**src/rtl/lcd_frame_rd_sched.sv**
```systemverilog
// Display-side SDRAM read scheduler: refills the LCD pixel FIFO one burst at a time per frame.
// Optional underflow monitor is built when LCD_RD_UFLOW_DET_EN is defined.
module lcd_frame_rd_sched #(
    parameter int unsigned       BURST_LEN   = 256,
    parameter int unsigned       FRAME_WORDS = 76800,
    parameter int unsigned       FIFO_DEPTH  = 1024,
    parameter int unsigned       LOW_WATER   = 512,
    parameter int unsigned       ADDR_W      = 24,
    parameter logic [ADDR_W-1:0] BUF0_BASE   = 24'h000000,
    parameter logic [ADDR_W-1:0] BUF1_BASE   = 24'h020000,
    parameter int unsigned       FLUSH_CYC   = 4
) (
    input  logic              lcd_pclk,
    input  logic              rst_n,
    input  logic              lcd_vs,
    input  logic              wr_frame_done,
    input  logic [10:0]       fifo_level,
    output logic              rd_req,
    input  logic              rd_ack,
    output logic [ADDR_W-1:0] rd_addr,
    output logic [8:0]        rd_len,
    input  logic              rd_done,
    output logic              fifo_flush,
    output logic              wr_buf_sel,
    output logic              disp_buf_sel,
    output logic              frame_active,
    output logic              uflow_flag,
    output logic [15:0]       uflow_cnt,
    input  logic              data_req,
    input  logic              fifo_empty
);

    localparam int unsigned N_BURST  = (FRAME_WORDS + BURST_LEN - 1) / BURST_LEN;
    localparam int unsigned BURST_SH = $clog2(BURST_LEN);
    localparam int unsigned FLUSH_W  = $clog2(FLUSH_CYC + 1);
    // Clamp so a full burst always fits once the refill threshold is crossed.
    localparam int unsigned LW_EFF   = (LOW_WATER > FIFO_DEPTH - BURST_LEN) ?
                                       (FIFO_DEPTH - BURST_LEN) : LOW_WATER;

    typedef enum logic [2:0] {StIdle, StFlush, StCheck, StReq, StWait, StDone} state_e;

    state_e              state_q, state_d;
    logic                lcd_vs_d1;
    logic                vs_rise;
    logic [15:0]         burst_cnt_q, burst_cnt_d;
    logic [FLUSH_W-1:0]  flush_cnt_q, flush_cnt_d;
    logic                restart_pend_q, restart_pend_d;
    logic                wr_buf_sel_q, last_done_buf_q, ready_q, disp_buf_sel_q;
    logic                flush_entry;
    logic [ADDR_W-1:0]   buf_base, burst_off;

    assign vs_rise     = lcd_vs & ~lcd_vs_d1;
    assign flush_entry = (state_d == StFlush) && (state_q != StFlush);

    always_comb begin
        state_d        = state_q;
        burst_cnt_d    = burst_cnt_q;
        flush_cnt_d    = '0;
        restart_pend_d = restart_pend_q;
        unique case (state_q)
            StIdle: if (vs_rise) state_d = StFlush;
            StFlush: begin
                burst_cnt_d    = '0;
                restart_pend_d = 1'b0;
                flush_cnt_d    = flush_cnt_q + 1'b1;
                if (flush_cnt_q == FLUSH_W'(FLUSH_CYC - 1)) state_d = StCheck;
            end
            StCheck: begin
                if (vs_rise)                              state_d = StFlush;
                else if (burst_cnt_q == 16'(N_BURST))     state_d = StDone;
                else if (fifo_level < 11'(LW_EFF))        state_d = StReq;
            end
            StReq: begin
                if (vs_rise) restart_pend_d = 1'b1;
                if (rd_ack)  state_d = StWait;
            end
            StWait: begin
                if (vs_rise) restart_pend_d = 1'b1;
                // The in-flight burst always completes before a pending restart is honoured.
                if (rd_done) begin
                    burst_cnt_d = burst_cnt_q + 16'd1;
                    state_d     = (restart_pend_q || vs_rise) ? StFlush : StCheck;
                end
            end
            StDone: if (vs_rise) state_d = StFlush;
            default: state_d = StIdle;
        endcase
    end

    always_ff @(posedge lcd_pclk or negedge rst_n) begin
        if (!rst_n) begin
            state_q        <= StIdle;
            lcd_vs_d1      <= 1'b0;
            burst_cnt_q    <= '0;
            flush_cnt_q    <= '0;
            restart_pend_q <= 1'b0;
        end else begin
            state_q        <= state_d;
            lcd_vs_d1      <= lcd_vs;
            burst_cnt_q    <= burst_cnt_d;
            flush_cnt_q    <= flush_cnt_d;
            restart_pend_q <= restart_pend_d;
        end
    end

    always_ff @(posedge lcd_pclk or negedge rst_n) begin
        if (!rst_n) begin
            wr_buf_sel_q    <= 1'b0;
            last_done_buf_q <= 1'b0;
            ready_q         <= 1'b0;
            disp_buf_sel_q  <= 1'b0;
        end else begin
            if (wr_frame_done) begin
                last_done_buf_q <= wr_buf_sel_q;
                wr_buf_sel_q    <= ~wr_buf_sel_q;
            end
            // A frame completing on the very cycle of FLUSH entry is taken directly.
            if (flush_entry) begin
                if (wr_frame_done)  disp_buf_sel_q <= wr_buf_sel_q;
                else if (ready_q)   disp_buf_sel_q <= last_done_buf_q;
                ready_q <= 1'b0;
            end else if (wr_frame_done) begin
                ready_q <= 1'b1;
            end
        end
    end

    assign buf_base  = disp_buf_sel_q ? BUF1_BASE : BUF0_BASE;
    assign burst_off = ADDR_W'(burst_cnt_q) << BURST_SH;

    assign rd_req       = (state_q == StReq);
    assign rd_addr      = buf_base + burst_off;
    assign rd_len       = 9'(BURST_LEN);
    assign fifo_flush   = (state_q == StFlush);
    assign wr_buf_sel   = wr_buf_sel_q;
    assign disp_buf_sel = disp_buf_sel_q;
    assign frame_active = (state_q == StCheck) || (state_q == StReq) || (state_q == StWait);

`ifdef LCD_RD_UFLOW_DET_EN
    logic        uflow_flag_q;
    logic [15:0] uflow_cnt_q;
    logic        uflow_ev;

    assign uflow_ev = data_req & fifo_empty & frame_active;

    always_ff @(posedge lcd_pclk or negedge rst_n) begin
        if (!rst_n) begin
            uflow_flag_q <= 1'b0;
            uflow_cnt_q  <= '0;
        end else if (uflow_ev) begin
            uflow_flag_q <= 1'b1;
            if (uflow_cnt_q != 16'hFFFF) uflow_cnt_q <= uflow_cnt_q + 16'd1;
        end
    end

    assign uflow_flag = uflow_flag_q;
    assign uflow_cnt  = uflow_cnt_q;
`else
    logic unused_uflow_in;
    assign unused_uflow_in = data_req ^ fifo_empty;
    assign uflow_flag      = 1'b0;
    assign uflow_cnt       = '0;
`endif

endmodule

```
**config.mk**
```make
export PLATFORM = sky130hd
export DESIGN_NAME = lcd_frame_rd_sched
export DESIGN_NICKNAME = d
export VERILOG_FILES = /design/src/rtl/lcd_frame_rd_sched.sv
export SDC_FILE = /design/constraint.sdc
export NUM_CORES = 1
export LEC_CHECK = 0
export ABC_AREA = 1
export CELL_PAD_IN_SITES_DETAIL_PLACEMENT = 1
export CELL_PAD_IN_SITES_GLOBAL_PLACEMENT = 2
export CORE_MARGIN = 1.5
export CORE_UTILIZATION = 24
export DETAILED_ROUTE_END_ITERATION = 8
export PLACE_DENSITY = 0.87
export SETUP_SLACK_MARGIN = 0.1
export SYNTH_ARGS = -nofsm -noshare
export SYNTH_HDL_FRONTEND = slang
export SYNTH_SLANG_ARGS = --single-unit
export TNS_END_PERCENT = 1
```
**constraint.sdc**
```tcl
create_clock -name lcd_pclk -period 1.8 [get_ports lcd_pclk]
set_input_delay 0.54 -clock lcd_pclk [delete_from_list [all_inputs] [get_ports lcd_pclk]]
set_output_delay 0.54 -clock lcd_pclk [all_outputs]
set_load 0.03 [all_outputs]
```
==> summary.md <==
| Metric | Value |
|---|---|
| Crit path launch type | register |
| Source of the worst register-to-register timing path | burst_cnt_q[12] |
| Power per unit of standard cell area | 1047 mW/mm2 |
| Initial antenna violation count | 0 |
| Required time at the endpoint of the critical path | 1.26 ns |
| Filler Cells Inserted | 973 |
| Number of buffer cells added on primary ports | 28 |
| Area taken by flip-flops and latches | 705.7 um2 |
| CTS sink count | 28 |
| Clock network latency to the later pin of the worst-skew pair | 0.29 ns |
| Logic pwr share | 54.6% |
| Type of the most critical hold path | reg -> reg |
| Final routed wire length divided by cell count | 11.88 um |
| Setup-failing EPs final | 7 |
| Yosys warning total | 0 |
| GR Util All Layers | 11.89% |
| Synth top area cells | sky130_fd_sc_hd__dfrtp_1 (35%), sky130_fd_sc_hd__buf_4 (16%), sky130_fd_sc_hd__nand2_1 (7.9%) |
| Commonest cells after routing, fill and taps aside | sky130_fd_sc_hd__nand2_1 (38), sky130_fd_sc_hd__conb_1 (34), sky130_fd_sc_hd__buf_4 (31), sky130_fd_sc_hd__inv_1 (30), sky130_fd_sc_hd__dfrtp_1 (24) |
| Total I/O pin count | 74 |
| Effective utilization at floorplan | 24.55% |
| Ant. Diodes | 0 |
| Most used flip-flop cell after synthesis | sky130_fd_sc_hd__dfrtp_1 |
| Worst Min Path Start | flush_cnt_q[0] |
| Max Root-Sink Buffers | 2 |
| Area fraction in compound gates after synthesis | 8.208% |
| Number of global-route vias before repair | 1,729 |
| Layout area overhead | 32.83% |
| Placeable core region | 0.008134 mm2 |
| Worst hold-check slack | 0.4370 ns |
| Sw frac | 46.13% |
| Setup clock skew after layout | 0.01248 ns |
| Cell chosen for the clock root | sky130_fd_sc_hd__clkbuf_8 |
| Most common cell after layout, fill and taps aside | sky130_fd_sc_hd__nand2_1 |
| Per-cell via count in the routed design | 4.085 |
| Number of standard cells after synthesis | 260 |
| Area fraction in and, or, nand and nor cells after synthesis | 24.94% |
| Post-DP HPWL | 3865 um |
| Fraction of synthesized cell area in xor and xnor cells | 3.509% |
| Sequential element share of the synthesized area | 35.09% |
| Violated checks | negative setup slack |
| Number of enable-type register cells in the synthesized netlist | 0 |
| DRT Wirelength | 4917 um |
| Worst path arrival time | 1.47 ns |
| Adder and majority cell fraction of the synthesized area | 3.759% |
| Synthesized area per cell | 7.680 um2 |
| Final count of hold timing violations | 0 |
| Share of post-route cells with drive strength above 1 | 27.51% |
| Endpoint type of the worst setup path | output pin |
| Violation count after the first detailed-route iteration | 21 |
| Mux contribution to synthesized area | 0.5639% |
| Sequential share of power | 30.7% |
| Die area | 0.008876 mm2 |
| Launch point of the worst path | disp_buf_sel |
| Post-Layout Inst Area | 0.002653 mm2 |
| Final setup slack of the worst path | -0.2145 ns |
| First-pass GRT wire length | 8286 um |
| Placed instance area | 0.002511 mm2 |
| Maximum number of pins on one net before global-route repair | 29 |
| Routed Antenna Nets | 0 |
| Flop-to-flop setup slack | 0.11 ns |
| Fraction of registers with async set or reset after synthesis | 100.0% |
| Count of state elements after synthesis | 28 |
| Final estimated routing congestion in global placement | 0.7804 |
| Remaining global-route overflow | 0 |
| Endpoint of the lowest-slack register-to-register path | disp_buf_sel |
| Die height | 94.22 um |
| Count of H-tree levels built during CTS | 1 |
| Post-synthesis cell type with the largest combined area | sky130_fd_sc_hd__dfrtp_1 |
| Cell-internal power | 1.496 mW |
| Area share of the largest cell type after synthesis | 35.09% |
| Distinct cell type count of the synthesized netlist | 29 |
| Clock input transition at the sequential cells of the worst setup and hold paths | 0.10 ns |
| RSZ-0062 raised after global routing | yes |
| Part of the power in the clock network | 14.7% |
| Share of the cycle needed by the critical path after routing | 111.9% |
| Worst setup path class | reg -> out |
| DRC | 0 |
| Nets | 335 |
| Pre-Repair DR Iteration Count | 4 |
| CTS hold repair buffers | 0 |
| Net Switching | 1.281 mW |
| Max Slew Vio Count | 0 |
| Worst-path maximum fanout | 3 |
| Cell area after technology mapping | 0.001997 mm2 |
| Reg2reg path depth | 11 |
| Status | finished, violations left |
| Standby leakage power | 1.333 nW |
| Period minus WS final | 2.014 ns |
| Peak ir drop on the vdd network | 0.3646 mV |
| Total number of vias | 1,691 |
| Number of cell rows | 33 |
| F_max | 0.4964 GHz |
| Number of violations of the max-capacitance limit | 0 |
| Die X | 94.22 um |
| Area taken by multi-input logic gates | 0.001110 mm2 |
| Total CTS buffers | 3 |
| Main combinational cell family by area after synthesis | simple AND/OR/NAND/NOR gates |
| Worst setup path endpoint | rd_addr[23] |
| Clock tree from TritonCTS | done |
power groups by stage:
| stage | combinational [mW] | clock (mW) | sequential, mW |
|---|---|---|---|
| 3_3_place_gp | 1.39 | 0 | 0.845 |
| 4_1_cts | 1.49 | 0.419 | 0.843 |
| 6_report | 1.52 | 0.409 | 0.852 |
| 2_1_floorplan | 0.962 | 0 | 0.884 |
| 5_1_grt | 1.68 | 0.451 | 0.866 |
| 3_5_place_dp | 1.43 | 0 | 0.852 |
state kept, by name (all words and copies together), names as in the netlist:
signal,cells
ready_q,1
lcd_vs_d1,1
restart_pend_q,1
last_done_buf_q,1
state_q,3
flush_cnt_q,3
disp_buf_sel,1
wr_buf_sel,1
burst_cnt_q,16
cell type report:
class / instances / area share (%)
inverters: 35 / 5.142
well taps: 105 / 4.953
clock buffers: 4 / 2.075
repair buffers: 58 / 19.39
flip-flops and latches: 28 / 26.60
multi-input cells: 184 / 41.84
how the worst min path moves through the flow:
stage	to	slack, ns	cells after the start
6_report	flush_cnt_q[0]	0.44	1
5_1_grt	flush_cnt_q[0]	0.47	1
4_1_cts	flush_cnt_q[0]	0.44	1
3_5_place_dp	flush_cnt_q[0]	0.43	1
3_3_place_gp	flush_cnt_q[0]	0.42	1
2_1_floorplan	burst_cnt_q[0]	0.24	0
per-layer routing:
metal / up-vias / global-route usage, % / wire length, um
met5: - / 0 / 0
met4: 0 / 3.358 / 70
met3: 8 / 1.942 / 176
met2: 38 / 20.74 / 2462
met1: 800 / 14.97 / 2208
li1: 845 / - / -
logic make-up (layout without fill, tap and decap cells):
family	after synthesis	count (layout)
buf+inv	80	97
mux	1	1
other cells	2	34
xor+xnor	8	8
fa+ha+maj	6	6
compound gates	31	31
simple gates	104	104
flops	28	28
through the flow:
step / setup WS [ns] / total power, mW / utilization, % / TNS (ns) / instances
6_report: -0.2145 / 2.777 / 32.61 / -0.8182 / 414
5_1_grt: -0.2981 / 2.999 / 32.61 / -1.333 / 414
4_1_cts: -0.2389 / 2.752 / 31.95 / -1.053 / 412
3_5_place_dp: -0.2412 / 2.285 / 30.87 / -2.029 / 408
3_3_place_gp: -0.1989 / 2.235 / 30.87 / -1.412 / 408
2_1_floorplan: 0.05797 / 1.846 / - / 0 / 292
critical path, stage by stage, from the launching register on:
cell and delay [ns]:
sky130_fd_sc_hd__dfrtp_2 0.45, sky130_fd_sc_hd__ha_4 0.19, sky130_fd_sc_hd__ha_4 0.19, sky130_fd_sc_hd__nand2_4 0.09, sky130_fd_sc_hd__xor2_4 0.14, sky130_fd_sc_hd__buf_6 0.14
synthesized netlist by cell type, types with 2 or more instances:
master and number:
sky130_fd_sc_hd__a21oi_1 12, sky130_fd_sc_hd__nand4_1 4, sky130_fd_sc_hd__inv_1 32, sky130_fd_sc_hd__nor3_1 7, sky130_fd_sc_hd__inv_2 3, sky130_fd_sc_hd__conb_1 2
sky130_fd_sc_hd__dfrtp_1 28, sky130_fd_sc_hd__xor2_1 7, sky130_fd_sc_hd__nand2_1 42, sky130_fd_sc_hd__nor2_4 3, sky130_fd_sc_hd__o21ai_1 2, sky130_fd_sc_hd__nand3_1 15
sky130_fd_sc_hd__nand3_2 2, sky130_fd_sc_hd__nor2_1 22, sky130_fd_sc_hd__ha_1 6, sky130_fd_sc_hd__o21ai_0 14, sky130_fd_sc_hd__buf_4 43, sky130_fd_sc_hd__nor2_2 5
what timing repair did:
action                     4_1_cts  5_1_grt
pin swaps                        6        8
resized for setup               24       16
hold endpoints to repair         0        0
buffers inserted                 0        2
setup endpoints to repair       24       25
Note: power is estimated with default switching activity, not from simulation.
==> RTL edit 1 (same flow settings) <==
Set the parameter `BURST_LEN` to 512 (it was 256).
--- a/src/rtl/lcd_frame_rd_sched.sv
+++ b/src/rtl/lcd_frame_rd_sched.sv
@@ -3,3 +3,3 @@
 module lcd_frame_rd_sched #(
-    parameter int unsigned       BURST_LEN   = 256,
+    parameter int unsigned       BURST_LEN   = 512,
     parameter int unsigned       FRAME_WORDS = 76800,
Formal check against the unedited RTL: not equivalent (a bounded check fails within 4 cycles, from zero or initial values and one cycle with rst_n low).
==> RTL edit 1 against the original RTL <==
  * Count of clock-buffer cells in the layout decreased by 1
  * Cell area shrank 1.1%
  * Maximum frequency is 0.73% higher
  * Largest power group unchanged
  * Worst setup slack better by 0.015 ns
  * Synthesized area rose by 0.75%
  * Clock power fell by 18%
  * Sequential cell count stayed put
  * Final cell count fell by 1.7%
  * The flow still finishes with violations (negative setup slack)
  * Core utilization down 0.52 points
  * Power decreased by 1.2%
  * First-iteration DRC count rose to 2.6 times the old value
  * Wire length is 4.2% lower
==> RTL edit 1: results (changes against the original RTL) <==
STA
  • Final Skew: 0.00356 ns (-0.00892 ns)
  • Final Setup Violations: 6 (-1)
  • Final Hold Slack: 0.443 ns (+0.00581 ns)
  • Fin Setup TNS: -0.787 ns (+0.0312 ns)
  • Setup WS post-layout: -0.200 ns (+0.0146 ns)

Place
  • Final GP Congestion: 0.769 (-1.5%)
  • Post-DP Area: 0.00248 sq mm (-1.1%)
  • DP Worst Slack: -0.264 ns (-0.0230 ns)
  • DP HPWL: 3.84 mm (-0.56%)
  • Placed insts: 403 (-1.2%)
  • PortBufs: 27 (-3.6%)

Cells and area
  • Final #Nets: 329 (-1.8%)
  • Non-Filler Instances: 407 (-1.7%)
  • Layout cells sized above 1: 0.291 (+0.0163)
  • Layout filler cell count: 1011 (+3.9%)
  • Register area: 711 sq um (+0.71%)

Global route
  • Vias in the first global route: 1754 (+1.4%)
  • First-pass GRT wire length: 8.13 mm (-1.9%)
  • All-Layer GR Usage: 0.115 (-0.00351)

Logic synthesis
  • Mapped Cells: 258 (-0.77%)
  • Post-Synth XOR/XNOR Area: 0.0305 (-0.00462)
  • Netlist cell types: 33 (+14%)
  • Area contributors post-synth: dfrtp_1 35%, buf_4 16%, nand2_1 7.8%

Drt
  • Initial DRC Count: 54 (+160%)
  • Via count: 1685 (-0.35%)
  • WL/cell: 11.6 um (-2.6%)

Setup path
  • Setup slack, reg-to-reg: 0.15 ns (+0.04 ns)
  • Worst flop-to-flop path startpoint: burst_cnt_q[0]$_DFFE_PN0P_

Outcome
  • Failing checks: negative setup slack
  • Status: finished, violations left

Pwr
  • Net Sw Power: 1280 uW (-0.23%)
  • VDD IR max: 396 uV (+8.5%)
  • Static leakage: 0.00125 uW (-6.3%)

Clocking
  • Skew-Pair Late Insertion Delay: 0.27 ns (-0.02 ns)
[RTL edit 1: cell count changes after synthesis, sizes merged, moves of 3 or more]
cell   unedited run  this run
nor3              7        10
inv              35        28
nor2             30        36
a21oi            13         9
o21ai            16        13
[RTL edit 1: cell type report]
type | count | area share
Inverter | 28 | 0.0401
Sequential cell | 28 | 0.271
Tap cell | 105 | 0.0501
Clock buffer | 3 | 0.0157
Multi-Input combinational cell | 190 | 0.447
Timing Repair Buffer | 53 | 0.176
[RTL edit 1: routing by layer]
metal | GRT usage | vias up | routed length, um
met1 | 0.143 | 813 | 2050
li1 | - | 827 | -
met5 | 0 | - | 0
met4 | 0.0348 | 0 | 66
met3 | 0.0185 | 4 | 192
met2 | 0.204 | 41 | 2400
[RTL edit 1: worst max-delay path by stage]
stage	from	endpoint	slack (ns)	cells past startpoint
after CTS	disp_buf_sel$_DFFE_PN0P_	rd_addr[21]	-0.22	5
after floorplan	disp_buf_sel$_DFFE_PN0P_	rd_addr[22]	0.06	4
after global placement	lcd_vs	disp_buf_sel$_DFFE_PN0P_	-0.21	10
after detailed placement	rd_done	burst_cnt_q[15]$_DFFE_PN0P_	-0.26	8
after global routing	disp_buf_sel$_DFFE_PN0P_	rd_addr[21]	-0.27	5
final	disp_buf_sel$_DFFE_PN0P_	rd_addr[21]	-0.20	5
[RTL edit 1: what timing repair did]
item                       CTS  global route
hold endpoints to repair     0             0
pin swaps                    7             0
setup buffers                1             0
setup endpoints to repair   21            26
gates resized for setup     35            12
[RTL edit 1: power groups by stage]
stage	clock [uW]	combinational (uW)	sequential [uW]
floorplan	0	1010	880
global placement	0	1380	875
detailed placement	0	1410	885
CTS	356	1490	885
global route	378	1690	910
finish	337	1520	890
==> RTL edit 2 (same settings) <==
Without the edit above. Encoding of `state_e`: now one-hot (6 bits for 6 states).
--- a/src/rtl/lcd_frame_rd_sched.sv
+++ b/src/rtl/lcd_frame_rd_sched.sv
@@ -39,3 +39,3 @@
 
-    typedef enum logic [2:0] {StIdle, StFlush, StCheck, StReq, StWait, StDone} state_e;
+    typedef enum logic [5:0] {StIdle = 6'b000001, StFlush = 6'b000010, StCheck = 6'b000100, StReq = 6'b001000, StWait = 6'b010000, StDone = 6'b100000} state_e;
 
Function: no difference found for any inputs over 10 cycles, from zero or initial values and one cycle with rst_n low; not proved beyond that.
==> RTL edit 2 against the original RTL <==
  * Cell area increased by 11%
  * The flow finishes with violations (design-rule violations, negative setup slack)
  * Wire length increased by 22%
  * Maximum frequency increased by 0.31%
  * Power decreased by 11%
  * Register-to-register slack improved by 0.03 ns
  * Synthesized area increased by 11%
  * Sequential cell count increased by 3
  * Via count increased by 20%
  * Sequential share of layout area decreased by 0.082 points
  * First-iteration DRC count increased by 43%
  * Synthesized cell count increased by 15%
  * Worst setup slack improved by 0.0062 ns
  * Largest cell class unchanged
==> RTL edit 2: results (changes against the original RTL) <==
Place
  • PortBufs: 28 (unchanged)
  • DP Worst Slack: -0.192 ns (+0.0491 ns)
  • Final GP Congestion: 0.808 (+3.6%)
  • DP HPWL: 4.63 mm (+20%)
  • Post-DP Area: 0.00269 sq mm (+7.0%)

Worst hold path
  • Hold/Removal Path Class: register to register

Pwr
  • Cell-internal power: 1640 uW (+9.6%)
  • VDD IR max: 391 uV (+7.3%)
  • Static leakage: 0.00145 uW (+8.8%)

Global route
  • Pin count of the biggest net entering global routing: 32 (+10%)
  • First-pass GRT wire length: 9.82 mm (+18%)

Logic synthesis
  • Netlist cell types: 28 (-3.4%)
  • Post-synth top cells: 64 x nand2_1, 43 x buf_4, 32 x inv_1
  • Post-synthesis sequential area ratio: 0.351 (+0.000367)
  • Area contributors post-synth: dfrtp_1 34%, buf_4 15%, nand2_1 11%

Setup path
  • R2R cell count: 9 (-2)
  • Critical path peak fanout: 3 (unchanged)

Clocking
  • Cts bufs inserted: 5 (+2)
  • Clock Pin Slew Worst Setup and Hold Paths: 0.07 ns (-0.03 ns)
  • H-tree levels: 2 (+1)

STA
  • Setup WS post-layout: -0.208 ns (+0.00619 ns)
  • Final Setup Violations: 9 (+2)
  • Final Skew: 0.0109 ns (-0.00161 ns)

Drt
  • DRC: 2 (+2)
  • Detailed Route WL: 6.00 mm (+22%)
  • Via count: 2029 (+20%)
  • Initial DRC Count: 30 (+43%)

Cells and area
  • Layout cells sized above 1: 0.237 (-0.0379)
  • Largest regs: burst_cnt_q (16), state_q (6), flush_cnt_q (3)
  • Final #Nets: 374 (+12%)
  • Layout filler cell count: 1088 (+12%)

Outcome
  • Status: finished, violations left
  • Failing checks: design-rule violations, negative setup slack
[RTL edit 2: cell count changes after synthesis, moves of 6 or more]
cell / unedited run / this run
a21oi_1: 12 / 3
nand4_1: 4 / 21
o21ai_1: 2 / 10
nor3_1: 7 / 1
nand2_1: 42 / 64
nor2_1: 22 / 28
nand3_1: 15 / 22
[RTL edit 2: per-stage QoR]
stage | hold WS, ns | setup TNS (ns) | cells
2_1_floorplan | 0.244 | 0 | 331
3_3_place_gp | 0.420 | -0.146 | 442
3_5_place_dp | 0.434 | -0.336 | 442
4_1_cts | 0.445 | -1.26 | 450
5_1_grt | 0.463 | -1.84 | 458
6_report | 0.443 | -1.23 | 458
[RTL edit 2: worst max-delay path, cell delays in order (launching register included)]
cell and delay, ns:
dfrtp_1 0.41, ha_4 0.17, ha_4 0.17, nand3_4 0.10, xor2_4 0.19, buf_6 0.14
[RTL edit 2: cell type report]
| class | instances | area [sq um] | share of cell area |
|---|---|---|---|
| multi-input cells | 219 | 1230 | 0.419 |
| clock inverters | 2 | 60.1 | 0.0204 |
| well taps | 108 | 135 | 0.0460 |
| inverters | 33 | 124 | 0.0421 |
| repair buffers | 59 | 536 | 0.182 |
| clock buffers | 6 | 72.6 | 0.0247 |
| flip-flops and latches | 31 | 779 | 0.265 |
[RTL edit 2: final timing paths]
check,startpoint,end,slack [ns]
worst max-delay path,burst_cnt_q[9]$_DFFE_PN0P_,rd_addr[21],-0.21
worst min-delay path,flush_cnt_q[0]$_DFF_PN0_,flush_cnt_q[0]$_DFF_PN0_,0.44
worst max register to register,state_q[1]$_DFF_PN0_,burst_cnt_q[12]$_DFFE_PN0P_,0.14
worst min register to register,flush_cnt_q[0]$_DFF_PN0_,flush_cnt_q[0]$_DFF_PN0_,0.44
max in group asynchronous,rst_n,state_q[0]$_DFF_PN1_,0.93
min in group asynchronous,rst_n,burst_cnt_q[1]$_DFFE_PN0P_,0.62
[RTL edit 2: routing by layer]
layer,vias to the layer above,global-route usage,part of all wire
met2,44,0.223,0.52
met1,995,0.156,0.43
li1,981,-,-
met5,-,0,0
met3,9,0.0270,0.037
met4,0,0.0286,0.012
[RTL edit 2: timing repair]
item                       4_1_cts  5_1_grt
setup endpoints to repair       21       29
resized for setup               27       11
setup buffers                    0        8
pin swaps                        5        3
[RTL edit 2: power groups by stage]
stage               sequential (uW)  combinational, uW  clock [uW]
floorplan                       898                494           0
global placement                858                689           0
detailed placement              862                706           0
CTS                             855                698         863
global route                    867                857         901
finish                          857                781         842
[RTL edit 2: kinds of logic (layout without fill, tap and decap cells)]
logic type	Yosys count	after routing	synth area share
fa+ha+maj	6	6	0.0339
compound gates	24	24	0.0554
simple gates	149	149	0.314
other cells	2	34	0.00339
xor+xnor	6	6	0.0238
buf+inv	81	100	0.218
flops	31	31	0.351
